[config.mk]
export PLATFORM = sky130hd
export DESIGN_NAME = stopwatch_bcd
export DESIGN_NICKNAME = d
export VERILOG_FILES = /design/src/rtl/stopwatch_bcd.sv
export SDC_FILE = /design/constraint.sdc
export NUM_CORES = 1
export LEC_CHECK = 0
export CORE_MARGIN = 2
export CORE_UTILIZATION = 60
export CTS_CLUSTER_SIZE = 8
export DETAILED_ROUTE_END_ITERATION = 16
export PLACE_DENSITY_LB_ADDON = 0.25
export SYNTH_ARGS = -nofsm -noshare
export SYNTH_HDL_FRONTEND = slang
export SYNTH_SLANG_ARGS = --single-unit
[constraint.sdc]
create_clock -name i_clk -period 4.96 [get_ports i_clk]
set_input_delay 0.496 -clock i_clk [delete_from_list [all_inputs] [get_ports i_clk]]
set_output_delay 0.496 -clock i_clk [all_outputs]
set_load 0.1 [all_outputs]
[src/rtl/stopwatch_bcd.sv]
// BCD stopwatch counting minutes, seconds and hundredths from an external
// clock-enable tick, with run/stop, clear and lap-freeze of the display.
module stopwatch_bcd #(
    parameter int MIN_MAX = 59
) (
    input  logic        i_clk,
    input  logic        i_rst_n,
    input  logic        i_ce,
    input  logic        i_start_stop,
    input  logic        i_lap,
    input  logic        i_clear,
    output logic [23:0] o_disp,
    output logic        o_running,
    output logic        o_lap_active,
    output logic        o_wrap
);

    localparam logic [1:0] S_STOP = 2'd0;
    localparam logic [1:0] S_RUN  = 2'd1;
    localparam logic [1:0] S_LAP  = 2'd2;

    localparam logic [3:0] MIN_H_MAX = 4'(MIN_MAX / 10);
    localparam logic [3:0] MIN_L_MAX = 4'(MIN_MAX % 10);

    // Saturating compare keeps a digit from ever leaving its legal range.
    function automatic logic [3:0] digit_inc(input logic [3:0] d, input logic [3:0] top);
        return (d >= top) ? 4'd0 : d + 4'd1;
    endfunction

    logic [1:0]  r_state;
    logic [1:0]  w_state_nx;

    logic [3:0]  r_min_h, r_min_l, r_sec_h, r_sec_l, r_hund_h, r_hund_l;
    logic [3:0]  w_min_h_nx, w_min_l_nx, w_sec_h_nx, w_sec_l_nx, w_hund_h_nx, w_hund_l_nx;
    logic [23:0] r_lap;
    logic        r_wrap;

    logic        w_count_en;
    logic        w_clear_en;
    logic        w_hl_top, w_hh_top, w_sl_top, w_sh_top, w_ml_top, w_min_top;
    logic        w_c1, w_c2, w_c3, w_c4;
    logic        w_wrap;
    logic        w_lap_load;
    logic [23:0] w_count;
    logic [23:0] w_count_nx;

    always_comb begin
        w_state_nx = r_state;
        case (r_state)
            S_STOP: begin
                if (i_start_stop) w_state_nx = S_RUN;
            end
            S_RUN: begin
                if (i_start_stop)   w_state_nx = S_STOP;
                else if (i_lap)     w_state_nx = S_LAP;
            end
            S_LAP: begin
                if (i_start_stop)   w_state_nx = S_STOP;
                else if (i_lap)     w_state_nx = S_RUN;
            end
            default: w_state_nx = S_STOP;
        endcase
    end

    // Counting and clearing both look at the pre-edge state only.
    assign w_count_en = i_ce && (r_state != S_STOP);
    assign w_clear_en = i_clear && (r_state == S_STOP);

    assign w_hl_top  = (r_hund_l >= 4'd9);
    assign w_hh_top  = (r_hund_h >= 4'd9);
    assign w_sl_top  = (r_sec_l  >= 4'd9);
    assign w_sh_top  = (r_sec_h  >= 4'd5);
    assign w_ml_top  = (r_min_l  >= 4'd9);
    assign w_min_top = (r_min_h > MIN_H_MAX) ||
                       ((r_min_h == MIN_H_MAX) && (r_min_l >= MIN_L_MAX));

    assign w_c1   = w_count_en & w_hl_top;
    assign w_c2   = w_c1 & w_hh_top;
    assign w_c3   = w_c2 & w_sl_top;
    assign w_c4   = w_c3 & w_sh_top;
    assign w_wrap = w_c4 & w_min_top;

    always_comb begin
        w_hund_l_nx = r_hund_l;
        w_hund_h_nx = r_hund_h;
        w_sec_l_nx  = r_sec_l;
        w_sec_h_nx  = r_sec_h;
        w_min_l_nx  = r_min_l;
        w_min_h_nx  = r_min_h;
        if (w_clear_en) begin
            w_hund_l_nx = 4'd0;
            w_hund_h_nx = 4'd0;
            w_sec_l_nx  = 4'd0;
            w_sec_h_nx  = 4'd0;
            w_min_l_nx  = 4'd0;
            w_min_h_nx  = 4'd0;
        end else begin
            if (w_count_en) w_hund_l_nx = digit_inc(r_hund_l, 4'd9);
            if (w_c1)       w_hund_h_nx = digit_inc(r_hund_h, 4'd9);
            if (w_c2)       w_sec_l_nx  = digit_inc(r_sec_l, 4'd9);
            if (w_c3)       w_sec_h_nx  = digit_inc(r_sec_h, 4'd5);
            // Minutes wrap at MIN_MAX rather than at a digit boundary.
            if (w_c4) begin
                if (w_min_top) begin
                    w_min_l_nx = 4'd0;
                    w_min_h_nx = 4'd0;
                end else begin
                    w_min_l_nx = digit_inc(r_min_l, 4'd9);
                    if (w_ml_top) w_min_h_nx = r_min_h + 4'd1;
                end
            end
        end
    end

    assign w_count    = {r_min_h, r_min_l, r_sec_h, r_sec_l, r_hund_h, r_hund_l};
    assign w_count_nx = {w_min_h_nx, w_min_l_nx, w_sec_h_nx, w_sec_l_nx, w_hund_h_nx, w_hund_l_nx};
    assign w_lap_load = (r_state == S_RUN) && (w_state_nx == S_LAP);

    always_ff @(posedge i_clk or negedge i_rst_n) begin
        if (!i_rst_n) begin
            r_state <= S_STOP;
        end else begin
            r_state <= w_state_nx;
        end
    end

    always_ff @(posedge i_clk or negedge i_rst_n) begin
        if (!i_rst_n) begin
            r_hund_l <= 4'd0;
            r_hund_h <= 4'd0;
            r_sec_l  <= 4'd0;
            r_sec_h  <= 4'd0;
            r_min_l  <= 4'd0;
            r_min_h  <= 4'd0;
        end else begin
            r_hund_l <= w_hund_l_nx;
            r_hund_h <= w_hund_h_nx;
            r_sec_l  <= w_sec_l_nx;
            r_sec_h  <= w_sec_h_nx;
            r_min_l  <= w_min_l_nx;
            r_min_h  <= w_min_h_nx;
        end
    end

    // The snapshot takes the post-edge count so a coincident tick is included.
    always_ff @(posedge i_clk or negedge i_rst_n) begin
        if (!i_rst_n) begin
            r_lap <= 24'd0;
        end else if (w_lap_load) begin
            r_lap <= w_count_nx;
        end
    end

    always_ff @(posedge i_clk or negedge i_rst_n) begin
        if (!i_rst_n) begin
            r_wrap <= 1'b0;
        end else begin
            r_wrap <= w_wrap;
        end
    end

    assign o_disp       = (r_state == S_LAP) ? r_lap : w_count;
    assign o_running    = (r_state != S_STOP);
    assign o_lap_active = (r_state == S_LAP);
    assign o_wrap       = r_wrap;

endmodule

==> results.yml <==
timing:
  min_period_over_period_pct: 71.5
  finalMaxSlewViolations: 0
  final.setup.tns_ps: 0
  hold_viol_final: 0
  worst_pin_slew_ps: 974
  rsz0062_at_grt: "false"
  fmax_mhz: 282
  hold-worst-slack_ps: 294
  skew_ps: 6.63
  period_minus_slack_ps: 3540
  slew_headroom_pct: 34.9
  finalSetupViolCount: 0
critical_path:
  cpPeakStageDelay_ps: 960
  crit_required_ps: 4460
  reg2reg_from: "r_hund_h[0]"
  cp-end-kind: "output pin"
  reg2reg_depth: 8
  rr_endpoint: "r_lap[23]"
  critPathLaunchType: "flop"
  slowest_stage: "clkdlybuf4s50_1"
  crit_path_max_fanout: 27
  rrSetupSlack_ps: 2390
  path_cells: "nor2b_2 -> buf_4 -> mux2_2 -> clkdlybuf4s50_1"
  crit_type: "reg2out"
  arrival_ps: 3050
clocking:
  clock_latency_ps: 300
  root_buffer: "clkbuf_8"
  postCtsResizedCells: 0
  hold_buffers: 0
  post_cts_buffers: 0
  cts_tree: "yes"
  path_clk_slew_ps: 90
  clk_path_buf_depth: 2
  numCtsBuffers: 5
  cts.sink_count: 51
  h-tree-depth: 2
placed_design:
  numPortBuffers: 32
  globalplace.congestion: 0.836
  dp_cells: 367
  hpwlAfterDp_mm: 3.91
outcome:
  status: "complete, no violations"
routing:
  vias: 2165
  drt-total-wl_mm: 5.78
  wire_per_inst_um: 15.5
  via_per_inst: 5.79
  drt_iter0_markers: 171
  antenna_left: 0
  drc: 0
  drt_pass1_iterations: 4
global_routing:
  grtUsageTotal_pct: 22.9
  grt_overflow: 0
  grt_max_degree: 52
  antenna_found_initial: 0
  grt_pass1_wl_mm: 9.59
  grt_pass1_vias: 2020
synthesis:
  synthFlopType: "dfrtp_1"
  avgSynthCellArea_um2: 9.87
  yosysWarnings: 0
  ys_async_sr_fraction_pct: 100
  syn_inst: 295
  synth_edf_count: 0
  syn_area_um2: 2910
  syn_nets: 319
  ys_ff_latch: 51
  ys_seq_area_share_pct: 43.9
  post_synth_num_cell_types: 53
floorplanning:
  die_x_um: 73.6
  dieHeight_um: 73.6
  ios: 33
  fp.coreArea_um2: 4690
  start_util_pct: 62.0
  row_count: 25
  die_area_um2: 5420
flow_run:
  cap_viol_max_count: 0
finish:
  nets: 344
  antennaDiodeCount: 0
  syn2layout_area_growth_pct: 15.1
  drive_above_1_share_pct: 15.6
  final_cells: 374
power_and_ir_drop:
  power_density_nw_per_um2: 294
  irDropWorstVdd_mv: 0.231
  p_leak_uw: 0.00148
  total_power_uw: 986
min_path:
  hp-class: "in2async"
==> cells in the mapped netlist (all sizes together) (2+ instances only) <==
cell type / n / area, µm²
a21oi: 7 / 35.0
a31o: 2 / 17.5
a31oi: 6 / 37.5
a41oi: 3 / 26.3
buf: 6 / 40.0
clkbuf: 13 / 50.0
dfrtp: 51 / 1280
ha: 18 / 225
inv: 15 / 56.3
mux2: 20 / 229
mux2i: 4 / 40.0
nand2: 35 / 131
nand2b: 2 / 12.5
nand3: 9 / 50.1
nand4: 4 / 25.0
nor2: 18 / 77.6
nor2b: 2 / 12.5
nor3: 14 / 90.1
nor3b: 3 / 22.5
o21ai: 23 / 115
o31ai: 3 / 27.5
o41ai: 4 / 35.0
or2: 2 / 12.5
or3: 2 / 12.5
or3b: 4 / 40.0
xnor2: 4 / 35.0
xor2: 5 / 43.8
==> how the worst max path moves through the flow <==
| stage | from | end | slack (ps) | cells past startpoint |
|---|---|---|---|---|
| final | r_state[1] | o_disp[22] | 1420 | 4 |
| after floorplan | r_state[1] | o_disp[11] | 810 | 5 |
| after global placement | r_state[1] | o_disp[13] | 1780 | 5 |
| after CTS | r_state[1] | o_disp[13] | 1390 | 5 |
| after detailed placement | r_state[1] | o_disp[13] | 1730 | 5 |
| after global routing | r_state[1] | o_disp[11] | 1260 | 5 |
==> stage by stage <==
| stage | worst slack [ps] | util, % | instance area (µm²) |
|---|---|---|---|
| CTS | 1390 | 71.4 | 3350 |
| detailed placement | 1730 | 69.2 | 3250 |
| global placement | 1780 | 69.2 | 3250 |
| finish | 1420 | 71.4 | 3350 |
| global route | 1260 | 71.4 | 3350 |
| floorplan | 805 | - | 2910 |
==> final cells by class <==
type | count | area [µm²]
inverter | 15 | 56.3
timing repair buffer | 37 | 353
multi-input combinational | 210 | 1500
clock buffer | 6 | 72.6
tap | 54 | 67.6
fill | 343 | 1340
sequential | 51 | 1280
clock inverter | 1 | 30.0
==> power by group <==
group	switching [µW]	internal (µW)
combinational	165	73.8
sequential	22.4	443
clock	133	148
==> state kept, by name, summed over array words and instances (netlist names) <==
name      flops
o_wrap        1
r_hund_h      4
r_hund_l      4
r_lap        24
r_min_h       4
r_min_l       4
r_sec_h       4
r_sec_l       4
r_state       2
==> cells by family after synthesis <==
family          after synthesis  synth area share (%)
simple gates                102                  18.5
compound gates               57                  12.9
flops                        51                  43.9
buf+inv                      34                  5.03
mux                          24                  9.24
fa+ha+maj                    18                  7.74
xor+xnor                      9                  2.71
==> cells in the final DEF, fill, tap and decap left out, types with 2 or more instances in the layout <==
cell             count
a31o_2               2
or3_1                2
dfrtp_1             51
xnor2_1              4
nor3_1              10
nand4_1              4
clkbuf_8             5
nand3_1              8
mux2_2              19
a31oi_1              6
a41oi_1              3
nand2b_1             2
nor2_1              16
mux2i_1              4
o41ai_1              4
or2_2                2
buf_4                5
xor2_1               5
a21oi_1              7
o21ai_0             23
nand2_1             35
or3b_4               2
nor3_2               4
o31ai_1              2
or3b_1               2
clkdlybuf4s50_1     31
nor3b_1              2
inv_1               15
ha_1                18
==> critical path: cells and delay by family (launching register included) <==
kind / cells / cell delay [ps]
buffers and inverters: 2 / 1360
flip-flops: 1 / 480
multiplexers: 1 / 380
AND/OR/NAND/NOR: 1 / 520
==> routing by layer <==
metal  GRT usage [%]  vias up  wire length [µm]
met5               0        -                 0
met4            5.45        0                53
met3            4.25        6               212
met2            37.4       39              2750
met1            31.6     1042              2760
li1                -     1078                 -
(Power assumes the default switching activity.)
